`config.mk`:
```
export PLATFORM = sky130hd
export DESIGN_NAME = imem_loader
export DESIGN_NICKNAME = d
export VERILOG_FILES = /design/src/rtl/imem_loader.sv
export SDC_FILE = /design/constraint.sdc
export NUM_CORES = 1
export LEC_CHECK = 0
export ABC_AREA = 1
export CELL_PAD_IN_SITES_DETAIL_PLACEMENT = 0
export CELL_PAD_IN_SITES_GLOBAL_PLACEMENT = 1
export CORE_MARGIN = 1.5
export CORE_UTILIZATION = 34
export CTS_CLUSTER_DIAMETER = 40
export DETAILED_ROUTE_END_ITERATION = 8
export PLACE_DENSITY_LB_ADDON = 0.1
export SKIP_CTS_REPAIR_TIMING = 1
export SLEW_MARGIN = 10
export SYNTH_ARGS = -nofsm -noshare
export SYNTH_HDL_FRONTEND = slang
export SYNTH_SLANG_ARGS = --single-unit
```
`constraint.sdc`:
```
create_clock -name CLK -period 1.81 [get_ports CLK]
set_input_delay 0.2715 -clock CLK [delete_from_list [all_inputs] [get_ports CLK]]
set_output_delay 0.2715 -clock CLK [all_outputs]
set_load 0.03 [all_outputs]
```
`src/rtl/imem_loader.sv`:
```
// imem_loader: receives a length-prefixed byte stream and writes it, packed
// big-endian into 32-bit words, to the instruction memory. The CPU core is
// held in reset until the whole image has been written.
// Optional feature: define IMEM_LOADER_CHECKSUM_EN to require a trailing
// XOR checksum byte after the image.
module imem_loader #(
    parameter int unsigned IMEM_SIZE = 128
) (
    input  logic        CLK,
    input  logic        RST,
    input  logic        Start,
    input  logic        Byte_Valid,
    input  logic [7:0]  Byte_Data,
    output logic        Byte_Ready,
    output logic [31:0] Load_PC,
    output logic [31:0] W_Ins,
    output logic        WE,
    output logic        CPU_RST,
    output logic        Busy,
    output logic        Done,
    output logic        Err,
    output logic [15:0] Word_Count
);

    localparam int unsigned LEN_W  = 16;
    localparam int unsigned DATA_W = 32;

    localparam logic [2:0] S_IDLE   = 3'd0;
    localparam logic [2:0] S_LEN_HI = 3'd1;
    localparam logic [2:0] S_LEN_LO = 3'd2;
    localparam logic [2:0] S_RECV   = 3'd3;
    localparam logic [2:0] S_WRITE  = 3'd4;
    localparam logic [2:0] S_CHK    = 3'd5;
    localparam logic [2:0] S_DONE   = 3'd6;
    localparam logic [2:0] S_ERR    = 3'd7;

`ifdef IMEM_LOADER_CHECKSUM_EN
    localparam logic [2:0] S_FINAL  = S_CHK;
`else
    localparam logic [2:0] S_FINAL  = S_DONE;
`endif

    logic [2:0]        state;
    logic [2:0]        state_nxt;
    logic [7:0]        len_hi;
    logic [LEN_W-1:0]  len;
    logic [LEN_W-1:0]  len_rx;
    logic [1:0]        byte_cnt;
    logic [DATA_W-1:0] word_sr;
    logic              accept;
    logic              last_word;
    logic              restart;
    logic              ready_nxt;
    logic              busy_nxt;
`ifdef IMEM_LOADER_CHECKSUM_EN
    logic [7:0]        csum;
`endif

    assign accept    = Byte_Valid && Byte_Ready;
    assign len_rx    = {len_hi, Byte_Data};
    assign last_word = (Word_Count + 16'd1) == len;
    assign restart   = Start && ((state == S_IDLE) || (state == S_DONE) || (state == S_ERR));

    // State register
    always_ff @(posedge CLK) begin
        if (RST) state <= S_IDLE;
        else     state <= state_nxt;
    end

    // Next-state and next-cycle status decode
    always_comb begin
        state_nxt = state;
        ready_nxt = 1'b0;
        busy_nxt  = 1'b0;
        case (state)
            S_IDLE:   if (Start) state_nxt = S_LEN_HI;
            S_LEN_HI: if (accept) state_nxt = S_LEN_LO;
            S_LEN_LO: begin
                if (accept) begin
                    if (len_rx > 16'(IMEM_SIZE)) state_nxt = S_ERR;
                    else if (len_rx == '0)       state_nxt = S_FINAL;
                    else                         state_nxt = S_RECV;
                end
            end
            S_RECV:   if (accept && (byte_cnt == 2'd3)) state_nxt = S_WRITE;
            S_WRITE:  state_nxt = last_word ? S_FINAL : S_RECV;
            S_CHK: begin
`ifdef IMEM_LOADER_CHECKSUM_EN
                if (accept) state_nxt = (Byte_Data == csum) ? S_DONE : S_ERR;
`else
                state_nxt = S_IDLE;
`endif
            end
            S_DONE, S_ERR: if (Start) state_nxt = S_LEN_HI;
            default:  state_nxt = S_IDLE;
        endcase
        case (state_nxt)
            S_LEN_HI, S_LEN_LO, S_RECV, S_CHK: begin
                ready_nxt = 1'b1;
                busy_nxt  = 1'b1;
            end
            S_WRITE: busy_nxt = 1'b1;
            default: ;
        endcase
    end

    // Registered outputs and datapath
    always_ff @(posedge CLK) begin
        if (RST) begin
            Byte_Ready <= 1'b0;
            WE         <= 1'b0;
            Load_PC    <= '0;
            W_Ins      <= '0;
            Word_Count <= '0;
            Busy       <= 1'b0;
            Done       <= 1'b0;
            Err        <= 1'b0;
            CPU_RST    <= 1'b1;
            len_hi     <= '0;
            len        <= '0;
            byte_cnt   <= '0;
            word_sr    <= '0;
`ifdef IMEM_LOADER_CHECKSUM_EN
            csum       <= '0;
`endif
        end else begin
            Byte_Ready <= ready_nxt;
            Busy       <= busy_nxt;
            WE         <= (state_nxt == S_WRITE);
            Done       <= (state_nxt == S_DONE);
            Err        <= (state_nxt == S_ERR);
            CPU_RST    <= (state_nxt != S_DONE);

            if (accept && (state == S_LEN_HI)) len_hi <= Byte_Data;
            if (accept && (state == S_LEN_LO)) len    <= len_rx;

            if (accept && (state == S_RECV)) begin
                word_sr  <= {word_sr[23:0], Byte_Data};
                byte_cnt <= byte_cnt + 2'd1;
`ifdef IMEM_LOADER_CHECKSUM_EN
                csum     <= csum ^ Byte_Data;
`endif
                if (byte_cnt == 2'd3) begin
                    Load_PC <= 32'({Word_Count, 2'b00});
                    W_Ins   <= {word_sr[23:0], Byte_Data};
                end
            end

            if (state == S_WRITE) Word_Count <= Word_Count + 16'd1;

            if (restart) begin
                Word_Count <= '0;
                byte_cnt   <= '0;
`ifdef IMEM_LOADER_CHECKSUM_EN
                csum       <= '0;
`endif
            end
        end
    end

endmodule

```
After elaboration in Yosys (flattened, before gate mapping). Index checks and enable logic that the tools add are counted.

Register bits after elaboration: 123. Input bits: 12. Output and inout port bits: 86. Logic and storage cells: 59.

Add/subtract/negate cells: 2. Order comparisons: 1. Equality and inequality tests: 17. Muxes and demuxes: 10. Reduce and logical (&&, ||, !) cells: 15.

Operators with widths (count): $eq A3 B3 Y1 const B (8); $mux W3 (7); $pmux W3 S6 (1); $add A16 B1 Y16 const B (1); $eq A16 B16 Y1 (1); $gt A16 B8 Y1 const B (1); $logic_not A16 Y1 (1); $eq A3 B2 Y1 const B (4); $eq A3 B1 Y1 const B (2); $logic_and A1 B1 Y1 (6); $reduce_or A5 Y1 (1); $reduce_or A4 Y1 (1); $logic_not A3 Y1 (1); $ne A3 B3 Y1 const B (1); $reduce_or A3 Y1 (1); $add A2 B1 Y2 const B (1); $eq A2 B2 Y1 const B (1); $logic_or A1 B1 Y1 (2); $mux W1 (2); $reduce_and A2 Y1 (1); $reduce_or A2 Y1 (1).

Longest topological paths before layout. Gate-level depths: netlist (run 1).

Word-level depth: 8. Mapped depth: 18. Gate-level depth less buffers: 18.

Least setup slack after synthesis (run 1). OpenSTA, ideal clock, no wires.

Path kind: register -> register. From: register Word_Count[1]. To: register CPU_RST. Setup time: 0.139 ns. Data arrival time: 1.995 ns. Required time: 1.671 ns. Path slack: -0.325 ns. Stages on the path, launching flop included: 13. Path buffers: 0. Clock period less this slack: 2.135 ns. Cell sequence: dfxtp_1 -> ha_1 -> nand3_1 -> o21ai_0 -> nand2_1 -> nand2_1 -> nand2_1 -> nor3_2 -> nand2_1 -> nor2_2 -> nand3_2 -> a21oi_4 -> nand3_2.

Longest elaborated chain between the ends: 5.

Ends and longest elaborated chain: from (decl) (line 22) `output logic [15:0] Word_Count`; from (signal assigned) (line 149) `if (state == S_WRITE) Word_Count <= Word_Count + 16'd1;`; $add A16 B1 Y16 (line 61) `assign last_word = (Word_Count + 16'd1) == len;`; $eq A16 B16 Y1 (line 61); $mux W3 (line 86) `S_WRITE: state_nxt = last_word ? S_FINAL : S_RECV;`; $pmux W3 S6 (line 75) `case (state)`; $ne A3 B3 Y1 (line 132) `CPU_RST <= (state_nxt != S_DONE);`; to (signal assigned) (line 132); to (decl) (line 18) `output logic CPU_RST,`.

Every way passes these cells. A chain may end at the register's enable or synchronous reset.

Final worst setup path (run 1).
From: register Word_Count[1]. To: register Err.

Longest elaborated chain between the ends: 5.

Ends and longest elaborated chain: $add A16 B1 Y16 (line 61); $eq A16 B16 Y1 (line 61); $mux W3 (line 86); $pmux W3 S6 (line 75); $eq A3 B3 Y1 (line 131) `Err <= (state_nxt == S_ERR);`; to (signal assigned) (line 131); to (decl) (line 21) `output logic Err,`.

Every way passes these cells.

==> run_results.csv, run 1 <==
group,metric,value,unit
timing,holdWs,0.467,ns
clocking,cts.sinks,123,
setup_path,rr_startpoint,"Word_Count[1]$_SDFFE_PP0P_",
die,start_util,35.1,%
timing,setup_viol,7,
die,dieArea,15900,µm²
timing,finalHoldViolations,0,
synth,synth-xor-area-share,0.949,%
global_routing,grt_pass1_vias,4984,
setup_path,cp.arrival,2.38,ns
timing,final_max_slew_viol_count,0,
synth,synth_simple_gate_area_share,21.1,%
synth,yosysWarnings,0,
clocking,clockRootBuffer,"clkbuf_16",
setup_path,reg2reg_to,"Err$_SDFF_PP0_",
setup_path,cpMaxStageDelayCell,"dfxtp_4",
placement,placed_cells,1026,
setup_path,critical_path_class,"flip-flop to flip-flop",
detailed_routing,vias_per_cell,4.72,
worst_hold_path,hold_path.class,"flip-flop to flip-flop",
worst_hold_path,hold_path_depth,2,
synth,synth_cells,696,
setup_path,critPathRequiredTime,2.15,ns
global_routing,grt_max_degree,79,
setup_path,crit_chain,"ha_4, nand2_4, nor2_4, nand2_1, nand3_1, nand2_1, a21oi_1, nand4_1, nor2_2, nand3_2, a21oi_4, nand2_1, nor2_1",
die,die_h,126,µm
setup_path,cp_common_cell,"nand2_1",
run_status,run_status,"finished, violations left",
synth,synth_top_family_by_area,"simple AND/OR/NAND/NOR gates",
power_and_ir_drop,peakVddDrop,0.000629,V
setup_path,cp-end-kind,"flip-flop",
clocking,cts_tree,"yes",
finish,area_growth,47.9,%
detailed_routing,drc,6,
synth,ys_seq_area_share,47.9,%
detailed_routing,drt_iter0_drc,281,
synth,syn_area,5140,µm²
timing,min_period,2.03,ns
clocking,path_clk_slew,0.06,ns
detailed_routing,firstDrtPassIters,6,
setup_path,crit_path_max_incr_delay,0.38,ns
placement,place_hpwl,10800,µm
placement,place.gp.congestion,0.842,
setup_path,r2r_setup_slack,-0.22,ns
clocking,clk_latency,0.41,ns
global_routing,grt_use_total,19.8,%
detailed_routing,routed_wl,15000,µm
run_status,violations,"DRC, setup timing",
setup_path,crit_family,"simple AND/OR/NAND/NOR gates",
synth,synth_seq_cells,123,
synth,synth_compound_area_share,19.8,%
detailed_routing,ant_nets,0,
setup_path,start_kind,"flip-flop",
global_routing,antenna_found_initial,0,
die,io-pin-count,98,
finish,fin_cells,1060,
clocking,cts_buffers,17,
setup_path,crit_buf_inv,0,
synth,synth_fa_ha_area_share,0.487,%
synth,muxShareOfSynthArea,0,%
global_routing,grt_pass1_wl,24800,µm
power_and_ir_drop,powerDensity,943,nW/µm²
synth,synth_cell_types,32,
finish,post_route_cells_drive_above_1_share,21.2,%
die,core-area,14600,µm²
die,die_w,126,µm
worst_hold_path,min_to,"W_Ins[1]$_SDFFE_PP0P_",
timing,rsz0062_at_grt,"yes",
clocking,htreeDepth,4,
setup_path,cp_max_fo,7,
detailed_routing,post_drt_wl_per_cell,14.2,µm
clocking,clk_path_buf_depth,2,
timing,fmax,0.492,GHz
timing,fin_crit_sh,112,%
global_routing,globalRouteOverflowTotal,0,
synth,postSynthAreaPerCell,7.39,µm²
placement,io_buffers,81,
finish,fin_nets,878,
die,fp-row-count,44,
power_and_ir_drop,p_leak,3.41,nW
detailed_routing,vias,4999,
flow_run,maxCapViolCount,0,
finish,num_antenna_cells,0,
timing,setup_slack,-0.223,ns
setup_path,worst_r2r_path_depth,13,
timing,skew,0.00444,ns
worst_hold_path,holdCritStartpoint,"W_Ins[1]$_SDFFE_PP0P_",
==> Yosys cell counts <==
| cell | n | area share (%) |
|---|---|---|
| nor2_2 | 4 | 0.49 |
| nor2_4 | 3 | 0.66 |
| o21ai_1 | 1 | 0.097 |
| nor3_2 | 1 | 0.19 |
| inv_2 | 3 | 0.22 |
| nor2_1 | 83 | 6.1 |
| or2_2 | 2 | 0.24 |
| nand3_2 | 2 | 0.39 |
| a21oi_1 | 90 | 8.8 |
| nand3b_1 | 4 | 0.58 |
| o21ai_0 | 100 | 9.7 |
| clkinv_1 | 3 | 0.22 |
| a21oi_4 | 1 | 0.32 |
| conb_1 | 1 | 0.073 |
| nand2_1 | 112 | 8.2 |
| o211ai_1 | 1 | 0.15 |
| nor3_1 | 4 | 0.39 |
| a211oi_1 | 4 | 0.58 |
| a21oi_2 | 1 | 0.17 |
| nor4_1 | 1 | 0.12 |
| clkbuf_1 | 24 | 1.8 |
| buf_2 | 4 | 0.39 |
| dfxtp_1 | 123 | 48 |
| nand2_2 | 2 | 0.24 |
| buf_4 | 16 | 2.3 |
| inv_1 | 65 | 4.7 |
| nand3_1 | 25 | 2.4 |
| ha_1 | 2 | 0.49 |
| xor2_1 | 3 | 0.51 |
| buf_1 | 1 | 0.073 |
| nand4_1 | 9 | 1.1 |
| xnor3_1 | 1 | 0.44 |
==> registers in the layout (all words and copies together), names as in the netlist <==
signal / flops
W_Ins: 32
word_sr: 24
Load_PC: 16
Word_Count: 16
len: 16
len_hi: 8
state: 3
byte_cnt: 2
Busy: 1
Byte_Ready: 1
CPU_RST: 1
Done: 1
Err: 1
WE: 1
==> where the power goes <==
part | switching, W | internal, W
clock network | 0.00122 | 0.00242
logic | 0.000429 | 0.000271
registers | 0.0000476 | 0.00278
total | 0.00170 | 0.00548
==> cell type report <==
class                           instances  area [µm²]
Sequential cell                       123        2490
Clock inverter                          9         160
Tap cell                              184         230
Fill cell                            1459        7040
Inverter                               71         274
Multi-Input combinational cell        472        2350
Timing Repair inverter                  1        7.51
Timing Repair Buffer                  178        1610
Clock buffer                           22         475
==> kinds of logic (layout without fill, tap and decap cells) <==
kind of cell | Yosys count | after routing
flops | 123 | 123
compound gates | 198 | 198
xor+xnor | 4 | 4
simple gates | 252 | 252
buf+inv | 116 | 281
other cells | 1 | 16
fa+ha+maj | 2 | 2
==> metrics by stage <==
stage	power, W	worst slack (ns)	setup TNS [ns]	area (µm²)	utilization (%)
2_1_floorplan	0.00332	-0.0298	-0.0325	5260	-
3_3_place_gp	0.00357	-0.202	-6.04	6820	46.6
3_5_place_dp	0.00358	-0.274	-7.76	6820	46.6
4_1_cts	0.00725	-0.284	-2.16	7460	50.9
5_1_grt	0.00749	-0.368	-2.17	7600	51.9
6_report	0.00717	-0.223	-1.11	7600	51.9
==> placed cells by master (no fill, tap or decap), types with 2 or more instances in the layout <==
cell and count:
a211oi_1 4, a21oi_1 90, buf_12 3, buf_4 94, bufinv_16 4, clkbuf_1 3, clkbuf_16 18, clkdlybuf4s50_1 66
clkinv_1 2, clkinv_4 3, clkinvlp_4 4, conb_1 16, dfxtp_1 109, dfxtp_2 9, dfxtp_4 5, dlymetal6s2s_1 15
inv_1 63, inv_2 4, nand2_1 101, nand2_2 12, nand3_1 21, nand3_2 5, nand3b_1 4, nand4_1 9
nor2_1 76, nor2_2 7, nor2_4 7, nor3_1 4, o21ai_0 98, o21ai_1 2, or2_2 2, xor2_1 3
==> per-layer routing <==
metal,wire (µm),track usage (%),vias to the layer above
met2,6900,31.7,107
met3,516,4.50,21
li1,-,-,2593
met1,7270,25.6,2278
met4,333,8.92,0
met5,0,0,-
==> tightest hold or removal path: stages, from the launching register on <==
cell	delay, ns
dfxtp_1	0.31
nand2_1	0.06
a21oi_1	0.05
==> how the worst max path moves through the flow <==
stage                     slack [ns]  cells after the start                  startpoint                  to
after floorplan                -0.03                     14  Word_Count[1]$_SDFFE_PP0P_  CPU_RST$_SDFF_PP1_
after global placement         -0.20                     16  Word_Count[0]$_SDFFE_PP0P_     Busy$_SDFF_PP0_
after detailed placement       -0.27                     16  Word_Count[0]$_SDFFE_PP0P_     Busy$_SDFF_PP0_
after CTS                      -0.28                     13  Word_Count[0]$_SDFFE_PP0P_      Err$_SDFF_PP0_
after global routing           -0.37                     16  Word_Count[1]$_SDFFE_PP0P_     Busy$_SDFF_PP0_
final                          -0.22                     13  Word_Count[1]$_SDFFE_PP0P_      Err$_SDFF_PP0_
(Power assumes the default switching activity.)
==> run 2: changes to the inputs <==
--- a/config.mk
+++ b/config.mk
@@ -9,7 +9,7 @@
 export CELL_PAD_IN_SITES_DETAIL_PLACEMENT = 0
 export CELL_PAD_IN_SITES_GLOBAL_PLACEMENT = 1
 export CORE_MARGIN = 1.5
-export CORE_UTILIZATION = 34
+export CORE_UTILIZATION = 35
 export CTS_CLUSTER_DIAMETER = 40
 export DETAILED_ROUTE_END_ITERATION = 8
 export PLACE_DENSITY_LB_ADDON = 0.1
==> constraint.sdc (replaced) <==
create_clock -name CLK -period 2.4 [get_ports CLK]
set_input_delay 0.36 -clock CLK [delete_from_list [all_inputs] [get_ports CLK]]
set_output_delay 0.36 -clock CLK [all_outputs]
set_load 0.03 [all_outputs]
==> run_results.csv, run 2 (synthesis gave the netlist of run 1 again) <==
group,metric,value,unit
setup_path,start_kind,"flip-flop",
finish,regMostFlops,"W_Ins",
clocking,clk_latency,0.42,ns
detailed_routing,vias,4720,
detailed_routing,drt_iter0_drc,305,
clocking,cts_buffers,17,
die,fp-row-count,44,
global_routing,grt_use_total,19.0,%
finish,area_growth,31.1,%
die,dieArea,15400,µm²
global_routing,globalRouteOverflowTotal,0,
timing,slew_headroom,63.4,%
setup_path,crit_buf_inv,0,
finish,largest_reg_flops,32,
finish,post_route_cells_drive_above_1_share,9.14,%
die,start_util,35.7,%
timing,setup_viol,0,
global_routing,grt_pass1_wl,23300,µm
die,io-pin-count,98,
worst_hold_path,hold_path_depth,2,
finish,fin_nets,801,
timing,worst_slew_pin_slew,0.549,ns
clocking,clk_path_buf_depth,2,
detailed_routing,ant_nets,0,
setup_path,cp.arrival,2.44,ns
timing,min_period,2.16,ns
setup_path,crit_chain,"nand2_1, nor2_1, nand2_1, nor2_1, nand2_1, nand2_1, nand2_1, nand2_1, nand2_1, nor2_1, nand3_1, nand2_1, nand2_1, nand2_1, nand3_2",
timing,fin_crit_sh,89.9,%
timing,finalHoldViolations,0,
die,core-area,14400,µm²
placement,place_hpwl,10300,µm
placement,place.gp.congestion,0.856,
clocking,clockRootBuffer,"clkbuf_16",
die,die_h,124,µm
power_and_ir_drop,power.internal,0.00370,W
setup_path,reg2reg_to,"CPU_RST$_SDFF_PP1_",
power_and_ir_drop,power.share.switching,26.3,%
setup_path,cpMaxStageDelayCell,"dfxtp_1",
finish,num_antenna_cells,0,
clocking,path_clk_slew,0.06,ns
timing,rsz0062_at_grt,"no",
power_and_ir_drop,powerDensity,745,nW/µm²
finish,mostFrequentLayoutCells,"121 x dfxtp_1, 112 x nand2_1, 98 x o21ai_0",
power_and_ir_drop,power_frac_seq,42.6,%
detailed_routing,routed_wl,14400,µm
setup_path,cp_common_cell,"nand2_1",
worst_hold_path,holdCritStartpoint,"W_Ins[1]$_SDFFE_PP0P_",
worst_hold_path,min_to,"W_Ins[1]$_SDFFE_PP0P_",
flow_run,maxCapViolCount,0,
worst_hold_path,hold_path.class,"flip-flop to flip-flop",
power_and_ir_drop,p_sw,0.00132,W
setup_path,crit_path_max_incr_delay,0.45,ns
setup_path,critical_path_class,"flip-flop to flip-flop",
clocking,cts.sinks,123,
global_routing,grt_max_degree,56,
timing,final_max_slew_viol_count,0,
setup_path,cp-end-kind,"flip-flop",
setup_path,critPathRequiredTime,2.68,ns
clocking,cts_tree,"yes",
power_and_ir_drop,finalPower,0.00503,W
finish,final_common_cell,"dfxtp_1",
power_and_ir_drop,p_clk_share,48.1,%
clocking,htreeDepth,4,
global_routing,antenna_found_initial,0,
detailed_routing,firstDrtPassIters,6,
power_and_ir_drop,combinationalPowerShare,9.3,%
setup_path,r2r_setup_slack,0.24,ns
run_status,run_status,"complete, no violations",
setup_path,cp_max_fo,6,
setup_path,crit_family,"simple AND/OR/NAND/NOR gates",
finish,top_regs,"W_Ins (32), word_sr (24)",
power_and_ir_drop,p_leak,2.70,nW
timing,skew,0.00723,ns
finish,n_fill_cell,1474,
timing,fmax,0.463,GHz
setup_path,rr_startpoint,"Word_Count[8]$_SDFFE_PP0P_",
placement,io_buffers,81,
setup_path,worst_r2r_path_depth,15,
detailed_routing,vias_per_cell,4.80,
global_routing,grt_pass1_vias,4692,
power_and_ir_drop,peakVddDrop,0.000499,V
timing,setup_tns,0,ns
detailed_routing,post_drt_wl_per_cell,14.6,µm
die,die_w,124,µm
detailed_routing,drc,0,
## run 2: area by class of cell
| type | instances | area (µm²) | area share [%] |
|---|---|---|---|
| clock buffers | 18 | 439 | 6.51 |
| clock inverters | 13 | 120 | 1.78 |
| inverters | 71 | 267 | 3.95 |
| multi-input cells | 472 | 2240 | 33.2 |
| flip-flops and latches | 123 | 2460 | 36.6 |
| well taps | 184 | 230 | 3.41 |
| repair buffers | 102 | 981 | 14.5 |
## run 2: worst max path at each step
stage,from,to,slack [ns],depth (start not counted)
after floorplan,Word_Count[1]$_SDFFE_PP0P_,CPU_RST$_SDFF_PP1_,0.27,12
after global placement,Word_Count[2]$_SDFFE_PP0P_,CPU_RST$_SDFF_PP1_,0.21,11
after detailed placement,Byte_Valid,Load_PC[7]$_SDFFE_PP0P_,0.17,10
after CTS,Word_Count[2]$_SDFFE_PP0P_,CPU_RST$_SDFF_PP1_,0.20,11
after global routing,Word_Count[0]$_SDFFE_PP0P_,Err$_SDFF_PP0_,0.03,15
final,Word_Count[8]$_SDFFE_PP0P_,CPU_RST$_SDFF_PP1_,0.24,15
## run 2: power by group through the flow
stage          combinational, W  clock, W  sequential, W
6_report               0.000469   0.00242        0.00214
3_3_place_gp           0.000456         0        0.00218
4_1_cts                0.000469   0.00246        0.00214
3_5_place_dp           0.000467         0        0.00218
2_1_floorplan          0.000304         0        0.00220
5_1_grt                0.000521   0.00257        0.00215
## run 2: layer usage
| metal | vias up | routed length [µm] | GRT usage (%) |
|---|---|---|---|
| li1 | 2433 | - | - |
| met1 | 2157 | 7070 | 24.8 |
| met2 | 114 | 6450 | 29.8 |
| met3 | 16 | 644 | 5.43 |
| met4 | 0 | 220 | 7.17 |
| met5 | - | 0 | 0 |
## run 2: through the flow
step	instances	hold WS, ns	utilization, %	worst slack (ns)	cell area (µm²)
CTS	982	0.467	46.7	0.203	6730
detailed placement	951	0.454	42.8	0.165	6170
finish	983	0.465	46.7	0.242	6740
global placement	951	0.454	42.8	0.209	6170
floorplan	711	0.441	-	0.265	5200
global route	983	0.486	46.7	0.0269	6740
## run 2: worst register-to-register path, delay by kind of cell, from the launching register on
family	cells	cell delay [ns]
and+or+nand+nor	15	1.56
DFF	1	0.45
==> run 3: changes to the inputs <==
--- a/config.mk
+++ b/config.mk
@@ -10,7 +10,9 @@
 export CELL_PAD_IN_SITES_GLOBAL_PLACEMENT = 1
 export CORE_MARGIN = 1.5
 export CORE_UTILIZATION = 35
+export CTS_BUF_LIST = sky130_fd_sc_hd__clkbuf_4 sky130_fd_sc_hd__clkbuf_8
 export CTS_CLUSTER_DIAMETER = 40
+export CTS_CLUSTER_SIZE = 20
 export DETAILED_ROUTE_END_ITERATION = 8
 export PLACE_DENSITY_LB_ADDON = 0.1
 export SKIP_CTS_REPAIR_TIMING = 1
==> run_results.csv, run 3 (synthesis gave the netlist of run 1 again) <==
group,metric,value,unit
placement,dpl_worst_slack,0.165,ns
finish,regArea,2460,µm²
clocking,cts_tree,"yes",
finish,regMostFlops,"W_Ins",
setup_path,critPathRequiredTime,2.71,ns
setup_path,r2r_setup_slack,0.22,ns
detailed_routing,vias_per_cell,4.81,
finish,mostFrequentLayoutCells,"121 x dfxtp_1, 112 x nand2_1, 98 x o21ai_0",
timing,rsz0062_at_grt,"no",
setup_path,crit_buf_inv,0,
finish,multi_input_area,2240,µm²
setup_path,cp.arrival,2.49,ns
setup_path,crit_path_max_incr_delay,0.47,ns
global_routing,grt_max_degree,56,
clocking,htreeDepth,4,
power_and_ir_drop,powerDensity,661,nW/µm²
timing,slew_headroom,62.6,%
global_routing,globalRouteOverflowTotal,0,
setup_path,critical_path_class,"flip-flop to flip-flop",
finish,area_growth,27.4,%
global_routing,antenna_found_initial,0,
power_and_ir_drop,p_sw,0.00123,W
die,die_h,124,µm
clocking,clk_latency,0.45,ns
timing,finalHoldViolations,0,
flow_run,maxCapViolCount,0,
power_and_ir_drop,p_clk_share,39.9,%
clocking,clk_path_buf_depth,2,
power_and_ir_drop,power.share.switching,28.5,%
placement,place_hpwl,10300,µm
global_routing,grt_pass1_wl,23300,µm
power_and_ir_drop,power.internal,0.00310,W
run_status,run_status,"complete, no violations",
finish,fin_nets,801,
die,io-pin-count,98,
power_and_ir_drop,combinationalPowerShare,10.8,%
detailed_routing,vias,4730,
detailed_routing,drc,0,
detailed_routing,routed_wl,14300,µm
clocking,cts_buffers,17,
timing,min_period,2.18,ns
finish,post_route_cells_drive_above_1_share,9.14,%
setup_path,crit_chain,"nand2_1, nor2_1, nand2_1, nor2_1, nand2_1, nand2_1, nand2_1, nand2_1, nand2_1, nor2_1, nand3_1, nand2_1, nand2_1, nand2_1, nand3_2",
global_routing,grt_pass1_vias,4703,
power_and_ir_drop,peakVddDrop,0.000529,V
die,start_util,35.7,%
setup_path,crit_family,"simple AND/OR/NAND/NOR gates",
timing,setup_slack,0.216,ns
detailed_routing,firstDrtPassIters,4,
finish,num_antenna_cells,0,
finish,n_fill_cell,1501,
clocking,cts.sinks,123,
detailed_routing,drt_iter0_drc,306,
timing,worst_slew_pin_slew,0.560,ns
timing,setup_tns,0,ns
setup_path,cp-end-kind,"flip-flop",
timing,skew,0.0101,ns
detailed_routing,ant_nets,0,
power_and_ir_drop,power_frac_seq,49.4,%
timing,fmax,0.458,GHz
timing,fin_crit_sh,91.0,%
setup_path,cp_common_cell,"nand2_1",
global_routing,grt_use_total,19.0,%
finish,largest_reg_flops,32,
setup_path,cp_max_fo,6,
setup_path,cpMaxStageDelayCell,"dfxtp_1",
power_and_ir_drop,p_leak,2.61,nW
die,die_w,124,µm
detailed_routing,post_drt_wl_per_cell,14.6,µm
finish,final_common_cell,"dfxtp_1",
timing,setup_viol,0,
setup_path,start_kind,"flip-flop",
worst_hold_path,hold_path.class,"flip-flop to flip-flop",
timing,final_max_slew_viol_count,0,
placement,io_buffers,81,
die,core-area,14400,µm²
placement,place.gp.congestion,0.856,
finish,top_regs,"W_Ins (32), word_sr (24)",
clocking,clockRootBuffer,"clkbuf_8",
die,fp-row-count,44,
die,dieArea,15400,µm²
clocking,path_clk_slew,0.07,ns
run 3: cell counts in the layout (fill, tap and decap cells not counted):
No cell type changed its count.
run 3: worst paths after layout:
| check | depth (start not counted) | start | endpoint |
|---|---|---|---|
| worst max-delay path | 15 | Word_Count[8]$_SDFFE_PP0P_ | CPU_RST$_SDFF_PP1_ |
| worst min register to register | 2 | W_Ins[1]$_SDFFE_PP0P_ | W_Ins[1]$_SDFFE_PP0P_ |
| worst max register to register | 15 | Word_Count[8]$_SDFFE_PP0P_ | CPU_RST$_SDFF_PP1_ |
| worst min-delay path | 2 | W_Ins[1]$_SDFFE_PP0P_ | W_Ins[1]$_SDFFE_PP0P_ |
run 3: final cells by class:
cell class | count | area share [%]
Clock inverter | 13 | 1.83
Multi-Input combinational cell | 472 | 34.2
Clock buffer | 18 | 3.78
Tap cell | 184 | 3.51
Sequential cell | 123 | 37.6
Timing Repair Buffer | 102 | 15.0
Inverter | 71 | 4.07
run 3: routing by layer:
layer	track usage [%]	share of wire (%)	vias to the layer above
li1	-	-	2435
met1	25.0	49	2167
met2	29.5	45	105
met3	4.66	4.0	23
met4	8.32	2.1	0
met5	0	0	-
run 3: power by group through the flow:
stage	sequential, W	combinational [W]	clock, W
3_3_place_gp	0.00218	0.000456	0
4_1_cts	0.00214	0.000469	0.00178
6_report	0.00214	0.000467	0.00173
3_5_place_dp	0.00218	0.000467	0
5_1_grt	0.00214	0.000521	0.00187
2_1_floorplan	0.00220	0.000304	0
run 3: per-stage QoR:
| step | utilization (%) | hold WS, ns | std cells | area, µm² | power (W) |
|---|---|---|---|---|---|
| 4_1_cts | 45.4 | 0.470 | 982 | 6540 | 0.00439 |
| 5_1_grt | 45.4 | 0.483 | 983 | 6550 | 0.00454 |
| 3_5_place_dp | 42.8 | 0.454 | 951 | 6170 | 0.00265 |
| 2_1_floorplan | - | 0.441 | 711 | 5200 | 0.00251 |
| 6_report | 45.4 | 0.469 | 983 | 6550 | 0.00433 |
| 3_3_place_gp | 42.8 | 0.454 | 951 | 6170 | 0.00264 |
run 3: tightest hold or removal path: cells and delay by family, from the launching register on:
family	cells	cell delay, ns
AO/OA/AOI/OAI	1	0.05
flip-flops	1	0.31
AND/OR/NAND/NOR	1	0.06
